### config.mk
export PLATFORM = sky130hd
export DESIGN_NAME = mem_access_ctrl
export DESIGN_NICKNAME = d
export VERILOG_FILES = /design/src/rtl/mem_access_ctrl.sv
export SDC_FILE = /design/constraint.sdc
export NUM_CORES = 1
export LEC_CHECK = 0
export BUFFER_PORTS_ARGS = -buffer_cell sky130_fd_sc_hd__buf_4
export CORE_MARGIN = 2
export CORE_UTILIZATION = 30
export CTS_BUF_LIST = sky130_fd_sc_hd__clkbuf_2
export DETAILED_ROUTE_END_ITERATION = 8
export GPL_ROUTABILITY_DRIVEN = 0
export PLACE_DENSITY_LB_ADDON = 0.15
export SYNTH_ARGS = -nofsm -noshare
export SYNTH_HDL_FRONTEND = slang
export SYNTH_SLANG_ARGS = --single-unit
### constraint.sdc
create_clock -name clock -period 10.4 [get_ports clock]
set_clock_uncertainty 0.2 [all_clocks]
set_input_delay 1.04 -clock clock [delete_from_list [all_inputs] [get_ports clock]]
set_output_delay 1.04 -clock clock [all_outputs]
set_load 0.01 [all_outputs]
### src/rtl/mem_access_ctrl.sv
// MEM-stage load/store sequencer: drives a req/ack data memory, stalls the
// pipeline while an access is outstanding, and aborts hung accesses.
module mem_access_ctrl #(
  parameter int unsigned TIMEOUT = 16
) (
  input  logic        clock,
  input  logic        reset,
  input  logic        MemReadM,
  input  logic        MemWriteM,
  input  logic [2:0]  funct3M,
  input  logic [31:0] ALUresultM,
  input  logic [31:0] writedataM,
  output logic        mem_req,
  output logic        mem_we,
  output logic [31:0] mem_addr,
  output logic [3:0]  mem_be,
  output logic [31:0] mem_wdata,
  input  logic        mem_ack,
  input  logic [31:0] mem_rdata,
  output logic        stall_o,
  output logic [31:0] readdata_o,
  output logic        misaligned_o,
  output logic        bus_err_o,
  output logic [1:0]  dbg_state_o
);

  typedef enum logic [1:0] {
    IDLE = 2'd0,
    WAIT = 2'd1,
    DONE = 2'd2
  } state_e;

  localparam int unsigned CW = (TIMEOUT > 2) ? $clog2(TIMEOUT) : 1;

  state_e        state_q;
  logic [CW-1:0] cnt_q;
  logic          req_q, we_q, err_q;
  logic [31:0]   addr_q, wdata_q, rdata_q;
  logic [3:0]    be_q;
  logic [1:0]    lane_q;
  logic [2:0]    f3_q;

  logic        valid, aligned, is_byte, is_half;
  logic [3:0]  be_d;
  logic [31:0] wdata_d, shifted, ext_d;

  // funct3[1:0] gives the size; unlisted codes fall through to word.
  always_comb begin
    valid   = MemReadM | MemWriteM;
    is_byte = (funct3M[1:0] == 2'b00);
    is_half = (funct3M[1:0] == 2'b01);
    aligned = is_byte | (is_half ? ~ALUresultM[0] : (ALUresultM[1:0] == 2'b00));
    be_d    = 4'hF;
    wdata_d = writedataM;
    if (is_byte) begin
      be_d    = 4'b0001 << ALUresultM[1:0];
      wdata_d = {4{writedataM[7:0]}};
    end else if (is_half) begin
      be_d    = 4'b0011 << {ALUresultM[1], 1'b0};
      wdata_d = {2{writedataM[15:0]}};
    end
  end

  // Load extension uses the lane/size captured at issue time.
  always_comb begin
    shifted = mem_rdata >> {lane_q, 3'b000};
    case (f3_q)
      3'b000:  ext_d = {{24{shifted[7]}}, shifted[7:0]};
      3'b001:  ext_d = {{16{shifted[15]}}, shifted[15:0]};
      3'b100:  ext_d = {24'd0, shifted[7:0]};
      3'b101:  ext_d = {16'd0, shifted[15:0]};
      default: ext_d = mem_rdata;
    endcase
  end

  always_ff @(posedge clock or posedge reset) begin
    if (reset) begin
      state_q <= IDLE;
      cnt_q   <= '0;
      req_q   <= 1'b0;
      we_q    <= 1'b0;
      err_q   <= 1'b0;
      addr_q  <= '0;
      wdata_q <= '0;
      rdata_q <= '0;
      be_q    <= '0;
      lane_q  <= '0;
      f3_q    <= '0;
    end else begin
      case (state_q)
        IDLE: begin
          if (valid && aligned) begin
            req_q   <= 1'b1;
            we_q    <= MemWriteM & ~MemReadM;
            addr_q  <= {ALUresultM[31:2], 2'b00};
            be_q    <= be_d;
            wdata_q <= wdata_d;
            lane_q  <= ALUresultM[1:0];
            f3_q    <= funct3M;
            cnt_q   <= '0;
            state_q <= WAIT;
          end else if (valid) begin
            rdata_q <= '0;
          end
        end
        WAIT: begin
          if (mem_ack) begin
            rdata_q <= ext_d;
            req_q   <= 1'b0;
            we_q    <= 1'b0;
            state_q <= DONE;
          end else if (cnt_q == CW'(TIMEOUT - 1)) begin
            rdata_q <= '0;
            req_q   <= 1'b0;
            we_q    <= 1'b0;
            err_q   <= 1'b1;
            state_q <= DONE;
          end else begin
            cnt_q <= cnt_q + 1'b1;
          end
        end
        DONE: begin
          err_q   <= 1'b0;
          state_q <= IDLE;
        end
        default: state_q <= IDLE;
      endcase
    end
  end

  assign misaligned_o = valid & ~aligned;
  // Stall is released in DONE so the pipeline advances for exactly one cycle.
  assign stall_o      = ~reset & (((state_q == IDLE) & valid & aligned) | (state_q == WAIT));
  assign readdata_o   = misaligned_o ? 32'd0 : rdata_q;
  assign mem_req      = req_q;
  assign mem_we       = we_q;
  assign mem_addr     = addr_q;
  assign mem_be       = be_q;
  assign mem_wdata    = wdata_q;
  assign bus_err_o    = err_q;
  assign dbg_state_o  = state_q;

endmodule

Word-level counts from Yosys, hierarchy flattened
Cells that the tools add are included.

cells by class
  add/sub/neg operators = 1
  $mul = 0
  divide/modulo/power cells = 0
  magnitude comparators = 0
  eq/ne operators = 14
  shift operators = 3
  muxes and demuxes = 29
  bitwise logic cells = 12
  reduce and logical (&&, ||, !) cells = 13

operators by type and width
  cell                                              number
  two-way mux 32 bit                                7
  one-hot mux 32 bit (4 select lines)               1
  one-hot mux 32 bit (2 select lines)               1
  right shift 32 x 5 -> 16 bit                      1
  two-way mux 4 bit                                 5
  != test 2 bit (second input constant)             6
  one-hot mux 4 bit (2 select lines)                1
  AND reduction 4 bit                               2
  two-way mux 1 bit                                 7
  == test 3 bit (second input constant)             2
  zero test 2 bit                                   3
  two-way mux 2 bit                                 3
  one-hot mux 1 bit (2 select lines)                3
  AND reduction 3 bit                               2
  AND 1 bit                                         5
  adder 4 x 1 -> 4 bit (second input constant)      1
  == test 2 x 1 -> 1 bit (second input constant)    2
  == test 4 bit (second input constant)             1
  NOT 1 bit                                         4
  one-hot mux 2 bit (2 select lines)                1
  AND reduction 2 bit                               2
  nonzero test 2 bit                                2
  left shift 1 x 2 -> 4 bit (first input constant)  1
  left shift 2 x 2 -> 4 bit (first input constant)  1
  6 further kinds                                   8

storage, ports and cells
  register bits = 112
  latch bits = 0
  bits in writable memories = 0
  memory bits (read-only) = 0
  bits of input ports = 104
  output and inout port bits = 107
  logic and storage cells = 83
  memories kept = 0

Logic depth before layout (Yosys ltp)
  depth in word-level cells = 6
  mapped depth = 8
  gate-level depth less buffers = 5

Worst setup path before layout
Ideal clock, no wire load.

  path type = in2out
  start point = in funct3M[0]
  end point = out readdata_o[22]
  arrival = 2,136 ps
  data required time = 9,160 ps
  setup slack = 7,024 ps
  cell stages on the path = 5
  path buffers = 2
  path through = buf_2 a21oi_2 nor3_1 clkbuf_1 nor2b_1

on the way
  word-level cells in the longest chain between the ends = 6
  elaborated cells between the ends (all ways) = 7
  those cells by class = eq/ne (1); mux (2); bitwise (3); reduce/logical (1)

ends and longest elaborated chain
  element                 RTL line  text
  from (decl)             10        input logic [2:0] funct3M,
  == test 2 x 1 -> 1 bit  51        is_half = (funct3M[1:0] == 2'b01);
  two-way mux 1 bit       52        aligned = is_byte | (is_half ? ~ALUresultM[0] : (ALUresultM[1:0] == 2'b00));
  OR 1 bit *              52
  NOT 1 bit *             131       assign misaligned_o = valid & ~aligned;
  AND 1 bit *             131
  named net misaligned_o  22        output logic misaligned_o,
  two-way mux 32 bit *    134       assign readdata_o = misaligned_o ? 32'd0 : rdata_q;
  to (decl)               21        output logic [31:0] readdata_o,

The timed path passes the listed nets; every way through them passes the cells marked *.

Worst setup path in the final report
  start point = in funct3M[1]
  end point = out readdata_o[8]

on the way
  word-level cells in the longest chain between the ends = 6
  elaborated cells between the ends (all ways) = 7
  those cells by class = eq/ne (1); mux (2); bitwise (3); reduce/logical (1)

ends and longest elaborated chain
  element                 RTL line
  == test 2 x 1 -> 1 bit  51
  two-way mux 1 bit       52
  OR 1 bit *              52
  NOT 1 bit *             131
  AND 1 bit *             131
  two-way mux 32 bit *    134

Every way passes the cells marked *; elsewhere a longest branch is shown, timed or not.

==> results.cfg <==
[status]
outcome = finished clean

[power]
p_int_w = 0.00112
swShare = 0.371
ir_worst_vdd_uv = 87.8
power_switching_w = 0.000661
fin_total_pwr_w = 0.00178
clkPwrFrac = 0.129
p_leak_nw = 3.44
power.density_nw_per_um2 = 244
p_seq_frac = 0.426
p_comb_frac = 0.445

[die]
die_x_microns = 138
start_util = 0.303
die_h_microns = 138
die_area_sq_um = 19100
fp-row-count = 49
design.core.area_sq_um = 17800
io_pins = 211

[timing]
relSlewSlack = 0.313
rsz0062_at_grt = no
finalHoldViolCount = 0
tns_ns = 0
tightest_slew_ns = 1.03
period_minus_slack_ns = 3.52
hold_slack_ns = 0.169
finalMaxSlewViolations = 0
max_freq_mhz = 284
timing.final.crit_share = 0.339
finalSetupViolations = 0

[route]
firstDrtPassIters = 4
drc = 0
drt_iter0_markers = 311
post_drt_wl_per_cell_microns = 17.2
ant_nets = 0
vias = 4543
viasPerCell = 4.92
routed_wl_mm = 15.9

[global_route]
grt_use_total = 0.166
antenna_found_initial = 1
grt_max_degree = 78
grt_pass1_wl_mm = 25.3
grt_pass1_vias = 4658
grt_remaining_overflow = 0

[setup_path]
arrival_ns = 2.28
cp.required_ns = 9.16
crit_path_end_kind = output port
cpMaxStageDelayCell = buf_4
crit_family = buffers and inverters
setup.worst_path.start_class = input port
crit_path_max_fanout = 33
cpMostUsedCell = buf_4
cp_num_buf_inv = 3
max_stage_delay_ns = 0.34
worstSetupPathType = in -> out
path_cells = buf_4, a21oi_2, nor3_2, buf_4, nor2b_1, buf_4

[final_layout]
final_layout_size_suffix_gt1_frac = 0.410
fillers = 1733
layout.nets = 792
post-route-util = 0.409
syn2layout_area_growth_pct = 34.9

[synth]
avgSynthCellArea_sq_um = 10.8
seq_area_frac_synth = 0.518
netlist_area_sq_um = 5410
ys_types = 46
yosysWarnings = 0
async_reset_ff_frac = 1.00
ys.flop_type = dfrtp_1
ys_seq_elements = 112
synth_edf_count = 0
synthCells = 502

[clock_tree]
hold_buffers = 0
path_clk_slew_ns = 0.32
clk_latency_ns = 0.63
ctsResizeCount = 0
cts_setup_buffers = 0
root_buffer = clkbuf_2
numClockSinks = 112
cts_tree = built
cts_max_path_buffers = 2
cts_made_buffers = 9
cts_max_level = 3

[min_path]
min_path_type = in -> async

[placement]
dp_hpwl_mm = 11.8
port_buffers = 208

[run]
cap_violations = 0
cell usage after synthesis (all sizes together) (2+ instances only):
master	number	area share
a221o	3	0.0056
dfrtp	112	0.52
nand2b	6	0.0069
o31a	2	0.0032
and2	4	0.0051
mux2	48	0.10
inv	6	0.0042
o21ai	59	0.055
a21o	2	0.0028
nand3	3	0.0028
nand2	38	0.026
clkbuf	27	0.019
a22o	6	0.0097
o2bb2ai	18	0.029
a21oi	25	0.024
a22oi	3	0.0042
mux2i	31	0.057
nor3	7	0.0065
nor2	21	0.015
nor2b	35	0.040
buf	13	0.013
a32oi	16	0.026
area by class of cell:
type / count / area, sq um / share of cell area
sequential: 112 / 2800 / 0.384
multi-input combinational: 345 / 2430 / 0.334
timing repair buffer: 213 / 1600 / 0.219
tap: 229 / 287 / 0.0393
clock inverter: 7 / 93.8 / 0.0129
clock buffer: 9 / 45.0 / 0.00618
inverter: 6 / 25.0 / 0.00343
antenna: 2 / 5.00 / 0.000686
per-stage QoR:
step	cells	cell area (sq um)	setup WS (ns)
floorplan	503	5410	6.20
CTS	921	7290	6.87
finish	923	7290	6.88
global route	923	7290	6.77
global placement	905	7150	6.91
detailed placement	905	7150	6.87
worst register-to-register path, delay by kind of cell, from the launching register on:
family / cells / cell delay, ns
simple gates: 3 / 1.49
flops: 1 / 0.57
compound gates: 1 / 0.36
sequential cells by signal, summed over array words and instances, names as in the netlist:
register     cells
mem_wdata       32
rdata_q         32
mem_addr        30
cnt_q            4
mem_be           4
f3_q             3
dbg_state_o      2
lane_q           2
bus_err_o        1
mem_req          1
mem_we           1
cell usage in the layout, fill, tap and decap left out, types with 5 or more instances in the layout:
master       n
buf_4      213
clkbuf_2     9
mux2_2      48
nor2b_1     35
inv_1        5
nand2_1     38
a21oi_1     24
mux2i_1     31
nor3_1       6
a32oi_1     16
o21ai_0     49
nor2_1      20
o21ai_1     10
a22o_1       6
o2bb2ai_1   18
nand2b_1     6
dfrtp_1    112
power groups by stage:
stage | Combinational, W | Clock (W) | Sequential [W]
after global placement | 0.000789 | 0 | 0.000764
after detailed placement | 0.000806 | 0 | 0.000766
after floorplan | 0.000404 | 0 | 0.000770
after global routing | 0.000870 | 0.000259 | 0.000787
final | 0.000792 | 0.000229 | 0.000759
after CTS | 0.000805 | 0.000245 | 0.000758
cells by family after synthesis:
family | Yosys count | synth area share
AOI/OAI and AO/OA | 141 | 0.170
DFF | 112 | 0.518
other | 1 | 0.000694
and+or+nand+nor | 120 | 0.112
adders and majority gates | 1 | 0.00231
xor gates and xnor gates | 2 | 0.00324
buffers and inverters | 46 | 0.0363
muxes | 79 | 0.157
worst paths after layout:
check                               start             to  slack [ns]  depth (start not counted)
min in group clock          mem_wdata[21]  mem_wdata[21]        0.32                          2
max reg2reg                dbg_state_o[0]     rdata_q[6]        7.71                          4
min reg2reg                 mem_wdata[21]  mem_wdata[21]        0.32                          2
min                                 reset   mem_addr[15]        0.17                          2
max                            funct3M[1]  readdata_o[8]        6.88                          6
max in group asynchronous           reset    rdata_q[28]        8.40                          3
layer usage:
metal  up-vias  global-route usage  part of all wire
li1       2175                   -                 -
met1      2165               0.213              0.43
met2       178               0.259              0.46
met3        25              0.0554             0.090
met4         0              0.0650             0.021
met5         -                   0                 0
No activity file was read; power rests on OpenSTA's default activity.
